### src/rtl/chunked_serial_adder.sv
// chunked_serial_adder: WIDTH-bit add/subtract evaluated CHUNK bits per clock,
// with a registered carry between chunks and a start/busy/done handshake.
module chunked_serial_adder #(
   parameter int unsigned WIDTH = 32,
   parameter int unsigned CHUNK = 4
) (
   input  logic             clk,
   input  logic             rst_n,
   input  logic             start,
   input  logic [WIDTH-1:0] a,
   input  logic [WIDTH-1:0] b,
   input  logic             cin,
   input  logic             sub,
   output logic             busy,
   output logic             done,
   output logic [WIDTH-1:0] sum,
   output logic             cout,
   output logic             ovf
);

   localparam int unsigned N    = WIDTH / CHUNK;
   localparam int unsigned CW   = (N > 1) ? $clog2(N) : 1;
   localparam int unsigned CW1  = CHUNK + 1;
   localparam logic [CW-1:0] LAST = CW'(N - 1);

   typedef enum logic [1:0] {
      S_IDLE,
      S_RUN,
      S_DONE
   } state_t;

   state_t           r_state;
   logic [WIDTH-1:0] r_a;
   logic [WIDTH-1:0] r_b;
   logic [WIDTH-1:0] r_part;
   logic             r_carry;
   logic [CW-1:0]    r_cnt;

   logic [CHUNK:0]   w_chunk;
   logic [WIDTH-1:0] w_part_next;
   logic             w_ovf;

   // Operand registers shift right each cycle, so the active chunk is always the low CHUNK bits.
   assign w_chunk = CW1'(r_a[CHUNK-1:0]) + CW1'(r_b[CHUNK-1:0]) + CW1'(r_carry);

   // Chunk results enter at the top of the partial register; after N shifts chunk 0 sits at bit 0.
   assign w_part_next = (r_part >> CHUNK) | (WIDTH'(w_chunk[CHUNK-1:0]) << (WIDTH - CHUNK));

   // On the final chunk the low operand bits hold the original MSBs: equal signs in, different sign out.
   assign w_ovf = (r_a[CHUNK-1] ~^ r_b[CHUNK-1]) & (w_chunk[CHUNK-1] ^ r_a[CHUNK-1]);

   always_ff @(posedge clk or negedge rst_n) begin
      if (!rst_n) begin
         r_state <= S_IDLE;
         r_a     <= '0;
         r_b     <= '0;
         r_part  <= '0;
         r_carry <= 1'b0;
         r_cnt   <= '0;
         busy    <= 1'b0;
         done    <= 1'b0;
         sum     <= '0;
         cout    <= 1'b0;
         ovf     <= 1'b0;
      end else begin
         done <= 1'b0;
         unique case (r_state)
            S_IDLE: begin
               if (start) begin
                  r_a     <= a;
                  r_b     <= sub ? ~b : b;
                  r_carry <= cin ^ sub;
                  r_part  <= '0;
                  r_cnt   <= '0;
                  busy    <= 1'b1;
                  r_state <= S_RUN;
               end
            end
            S_RUN: begin
               r_a     <= r_a >> CHUNK;
               r_b     <= r_b >> CHUNK;
               r_carry <= w_chunk[CHUNK];
               r_part  <= w_part_next;
               r_cnt   <= r_cnt + CW'(1);
               if (r_cnt == LAST) begin
                  sum     <= w_part_next;
                  cout    <= w_chunk[CHUNK];
                  ovf     <= w_ovf;
                  done    <= 1'b1;
                  busy    <= 1'b0;
                  r_state <= S_DONE;
               end
            end
            S_DONE: begin
               r_state <= S_IDLE;
            end
            default: begin
               r_state <= S_IDLE;
            end
         endcase
      end
   end

endmodule

### config.mk
export PLATFORM = sky130hd
export DESIGN_NAME = chunked_serial_adder
export DESIGN_NICKNAME = d
export VERILOG_FILES = /design/src/rtl/chunked_serial_adder.sv
export SDC_FILE = /design/constraint.sdc
export NUM_CORES = 1
export LEC_CHECK = 0
export BUFFER_PORTS_ARGS = -buffer_cell sky130_fd_sc_hd__buf_4
export CELL_PAD_IN_SITES_DETAIL_PLACEMENT = 0
export CELL_PAD_IN_SITES_GLOBAL_PLACEMENT = 1
export CORE_AREA = 2 2 128 130
export DETAILED_ROUTE_END_ITERATION = 8
export DIE_AREA = 0 0 130 132
export PLACE_DENSITY = 0.78
export SYNTH_ARGS = -nofsm -noshare
export SYNTH_HDL_FRONTEND = slang
export SYNTH_SLANG_ARGS = --single-unit
### constraint.sdc
create_clock -name clk -period 2 [get_ports clk]
set_clock_uncertainty 0.2 [all_clocks]
set_input_delay 0 -clock clk [delete_from_list [all_inputs] [get_ports clk]]
set_output_delay 0 -clock clk [all_outputs]
set_load 0.01 [all_outputs]
# Word-level counts from Yosys, hierarchy flattened
# Cells that the tools add are included.
dict set report totals {
  mem_count 0
  regBits 138
  latch_bits 0
  mem_bits_rw 0
  romBits 0
  out_inout_bits 36
  input_bits 69
}
dict set report classes {
  n_lt_le_gt_ge 0
  bitwise_logic 6
  div_mod_pow 0
  n_mux 19
  n_addsub 3
  n_reduce_logical 6
  n_mul 0
  n_shift 0
  eq_ne 4
}
# operator n
set ops {}
lappend ops {{one-hot mux 32 bit (2 select lines)} 3}
lappend ops {{2-to-1 mux 32 bit} 4}
lappend ops {{NOT 32 bit} 1}
lappend ops {{bitwise OR 28 x 32 -> 32 bit} 1}
lappend ops {{one-hot mux 3 bit (2 select lines)} 1}
lappend ops {{AND reduction 2 bit} 3}
lappend ops {{adder 4 x 4 -> 5 bit} 1}
lappend ops {{adder 5 x 1 -> 5 bit} 1}
lappend ops {{2-to-1 mux 1 bit} 5}
lappend ops {{2-to-1 mux 2 bit} 2}
lappend ops {{!= test 2 bit (second input constant)} 2}
lappend ops {{one-hot mux 1 bit (2 select lines)} 2}
lappend ops {{one-hot mux 2 bit (2 select lines)} 1}
lappend ops {{adder 3 x 1 -> 3 bit (second input constant)} 1}
lappend ops {{equality test 3 bit (second input constant)} 1}
lappend ops {{2-to-1 mux 3 bit} 1}
lappend ops {{AND reduction 3 bit} 1}
lappend ops {{equality test 2 x 1 -> 1 bit (second input constant)} 1}
lappend ops {{zero test 2 bit} 1}
lappend ops {{nonzero test 2 bit} 1}
lappend ops {{bitwise XOR 1 bit} 2}
lappend ops {{AND 1 bit} 1}
lappend ops {{bitwise XNOR 1 bit} 1}

# Depth between registers and ports, before layout
dict set report logic_depth {
  ltp_word 4
  ltp_mapped 7
  ltp_nobuf 6
}

# Worst setup path before layout
# OpenSTA, ideal clock, no wires.
dict set report synth_timing {
  kind {register to register}
  start {reg r_a[0]}
  end {reg r_carry}
  setup_ps 127
  stages_incl_launch_ff 6
  t_arrival_ps 1716
  t_required_ps 1673
  setup_slack_ps -43
  path_cell_list {dfrtp_1 fa_1 fa_1 a21o_1 a211oi_1 o31ai_1}
}
dict set report synth_via {
  elab_chain_cells 3
}
# item line_no
set synth_rtl {}
lappend synth_rtl {{start, declared} 33} ;# logic [WIDTH-1:0] r_a;
lappend synth_rtl {{start signal, assigned} 80} ;# r_a <= r_a >> CHUNK;
lappend synth_rtl {{adder 4 x 4 -> 5 bit} 44} ;# assign w_chunk = CW1'(r_a[CHUNK-1:0]) + CW1'(r_b[CHUNK-1:0]) + CW1'(r_carry);
lappend synth_rtl {{adder 5 x 1 -> 5 bit} 44}
lappend synth_rtl {{one-hot mux 1 bit (2 select lines)} 67} ;# unique case (r_state)
lappend synth_rtl {{end signal, assigned} 72} ;# r_carry <= cin ^ sub;
lappend synth_rtl {{end signal, assigned} 82} ;# r_carry <= w_chunk[CHUNK];
lappend synth_rtl {{end, declared} 36} ;# logic r_carry;
# No other way between the ends.
# A chain may end at the register's enable or synchronous reset.

# Final worst setup path
dict set report layout_timing {
  start {reg r_carry}
  end {reg r_carry}
}
dict set report layout_via {
  elab_chain_cells 2
}
# item line_no
set layout_rtl {}
lappend layout_rtl {{adder 5 x 1 -> 5 bit} 44}
lappend layout_rtl {{one-hot mux 1 bit (2 select lines)} 67}
# No other way between the ends.

==> out/metrics.csv <==
stage,metric,value,unit
status,status,"finished, violations left",
status,failing checks,setup timing,
worst_setup_path,crit end category,register,
yosys,register area share after synthesis,53.9,%
power,Tot Pwr,12400,uW
worst_setup_path,CP max stage cell,fa_2,
cts,H-Tree Depth,4,
power,Switch Pwr,3950,uW
floorplan,Die Width,130,um
routing,antenna-violating nets left,0,
final_layout,final instance area,8560,sq um
place,DP HPWL,9.12,mm
global_route,largest net degree at the start of global routing,63,
yosys,Mapped Area,6220,sq um
worst_setup_path,Setup Crit Path Kind,reg2reg,
sta,"Min Clock Period, post-route",2030,ps
place,placed cell areas,7210,sq um
cts,cts bufs inserted,17,
floorplan,Core Footprint,15700,sq um
cts,Root Driver,clkbuf_16,
worst_setup_path,family with the most delay on the worst path,adder cells,
floorplan,row count,46,
power,Comb power frac,35.5,%
routing,Initial DRC Count,250,
cts,Clock transition at path regs,60,ps
routing,Vias/cell,5.02,
routing,DRC,0,
sta,RSZ-0062 raised after global routing,true,
power,Leak,0.00392,uW
global_route,GRT Util Overall,17.7,%
worst_setup_path,CP most frequent cell,fa_2,
final_layout,post-layout util,54.5,%
worst_setup_path,crit path max fanout,2,
floorplan,Die H,132,um
sta,final hold violations,0,
yosys,dominant cell type by area after synthesis,dfrtp_1,
yosys,"flops & latches, synth",134,
place,port bufs,104,
yosys,syn nets,608,
cts,CTS tree,yes,
worst_setup_path,flop2flop setup slack,-30,ps
worst_setup_path,Critical Path AT,2120,ps
run,Max-cap violations,0,
sta,final worst setup slack,-34.1,ps
floorplan,Initial Util,39.6,%
power,clock network power share,27.2,%
final_layout,most frequent cells in the layout,"dfrtp_1, buf_4, dlygate4sd3_1, a21oi_1, nor2b_1",
routing,DRT Pass-1 Iters,5,
sta,setup TNS,-34.1,ps
yosys,"Distinct cells, synth",35,
routing,Avg WL per Cell,15.5,um
sta,fmax,0.492,GHz
power,PwrDens,1450,nW/um^2
place,dpl cells,829,
power,Cell Int Power,8490,uW
worst_hold_path,Hold Crit Class,in2reg,
global_route,first-pass GRT wire length,24.1,mm
cts,CTS Sinks,134,
final_layout,"commonest non-fill, non-tap cell in the layout",dfrtp_1,
yosys,Ys Warns,0,
final_layout,nets,778,
floorplan,die area,17200,sq um
routing,WL final,14.4,mm
sta,Tightest Pin Transition,1040,ps
yosys,Post-Syn Instances,532,
yosys,top post-synthesis cells by area,"dfrtp_1, nor2b_1, mux2_2",
worst_setup_path,critical-path cell list,"fa_2, fa_2, a21o_1, a211oi_2, o31ai_1",
worst_setup_path,CP required,2080,ps
global_route,vias in the first global route,4775,
sta,post-route clock period utilization,102,%
yosys,"Avg Cell Area, Syn",11.7,sq um
cts,Longest Clk Path Bufs,2,
yosys,share of the synthesized area in the top cell type,53.9,%
routing,vias,4677,
floorplan,num ports,105,
worst_setup_path,crit path launch type,register,
sta,count of pins over their slew limit,0,
final_layout,share of cells above drive strength 1,27.3,%
final_layout,final std cells w/o fill,931,
global_route,initial antenna violation count,0,
global_route,GRT overflow,0,
power,share of power burned in registers,37.3,%
place,gpl congestion,0.852,
sta,slew margin rel.,30.4,%
worst_setup_path,max incr delay on CP,410,ps
power,VDD IR-drop max,0.988,mV
worst_setup_path,CP Buf/Inv Count,0,
final_layout,diode count,0,
final_layout,Syn-to-layout area delta,37.7,%
cts,later-pin clock latency in the skew report,410,ps
power,Net Sw Frac,31.8,%
sta,final setup fails,1,
-- flip-flops by register name, summed over array words and instances (netlist names), 2 cells and up --
| signal | cells |
|---|---|
| r_state | 2 |
| r_part | 28 |
| r_b | 32 |
| sum | 32 |
| r_a | 32 |
| r_cnt | 3 |
-- logic make-up (layout without fill, tap and decap cells) --
logic type	Yosys count	after routing	share of synthesized area, %
AOI/OAI and AO/OA	177	177	19.0
xor gates and xnor gates	34	34	4.79
adders and majority gates	7	7	1.65
buffers and inverters	48	231	4.99
DFF	134	134	53.9
muxes	40	40	7.05
and+or+nand+nor	92	92	8.53
-- final timing paths --
| check | start | end | depth (start not counted) |
|---|---|---|---|
| max in group asynchronous | rst_n | busy | 4 |
| hold reg to reg | r_a[7] | r_a[7] | 2 |
| setup reg to reg | r_carry | r_carry | 5 |
| hold / removal | sub | r_b[31] | 3 |
| min in group asynchronous | rst_n | sum[28] | 3 |
| setup / recovery | r_carry | r_carry | 5 |
-- Yosys cell counts --
cell type	count
mux2i_1	10
a22oi_1	18
buf_2	11
nand2_1	26
clkbuf_1	14
o21ai_0	37
dfrtp_1	134
ha_1	5
nand3_1	3
a211o_1	2
a21o_1	1
nand4_1	2
and3b_1	5
xnor2_1	25
mux2_1	4
buf_4	9
o22a_1	24
o41ai_2	1
nand3b_4	1
o21ai_1	5
a21boi_0	1
o21bai_4	1
a21oi_1	53
nor2_1	4
nor2b_4	1
nand2b_1	1
fa_1	2
o31ai_1	1
inv_1	3
xor2_1	9
nor2b_1	49
buf_6	11
a211oi_1	1
mux2_2	26
a22o_1	32
-- per-stage QoR --
step | hold slack, ps | setup slack, ps
final | 49.6 | -34.1
after global routing | 81.2 | -113
after CTS | 46.6 | 0.786
after detailed placement | -225 | -76.2
after global placement | -238 | -35.0
after floorplan | -496 | 4.89
-- power by group through the flow --
stage / Sequential, uW / Combinational (uW) / Clock, uW
6_report: 4640 / 4420 / 3380
3_3_place_gp: 4620 / 4160 / 0
4_1_cts: 4650 / 4450 / 3450
5_1_grt: 4790 / 4960 / 3590
2_1_floorplan: 4580 / 2950 / 0
3_5_place_dp: 4690 / 4300 / 0
-- final cells by class --
cell class,instances,area [sq um]
fill,1351,7150
clock buffer,20,447
inverter,3,11.3
clock inverter,12,201
tap,216,270
sequential,134,3360
timing repair buffer,196,1710
multi-input combinational,350,2570
-- worst min-delay path: cells and delay by family --
kind | cells | cell delay (ps)
xor gates and xnor gates | 1 | 220
AOI/OAI and AO/OA | 1 | 130
buffers and inverters | 1 | 280
-- metal layers --
metal | GRT usage, % | vias to the layer above | part of all wire (%)
li1 | - | 2248 | -
met1 | 23.8 | 2318 | 46
met2 | 28.2 | 93 | 49
met3 | 4.46 | 18 | 3.6
met4 | 5.38 | 0 | 1.6
met5 | 0 | - | 0
-- timing repair --
| item | 4_1_cts | 5_1_grt |
|---|---|---|
| pin swaps | 0 | 1 |
| endpoints found under the hold margin | 199 | 0 |
| gates resized for setup | 2 | 0 |
| endpoints found under the setup margin | 1 | 4 |
| buffers inserted | 0 | 2 |
| hold buffers | 68 | 0 |
No activity file was read; power rests on OpenSTA's default activity.
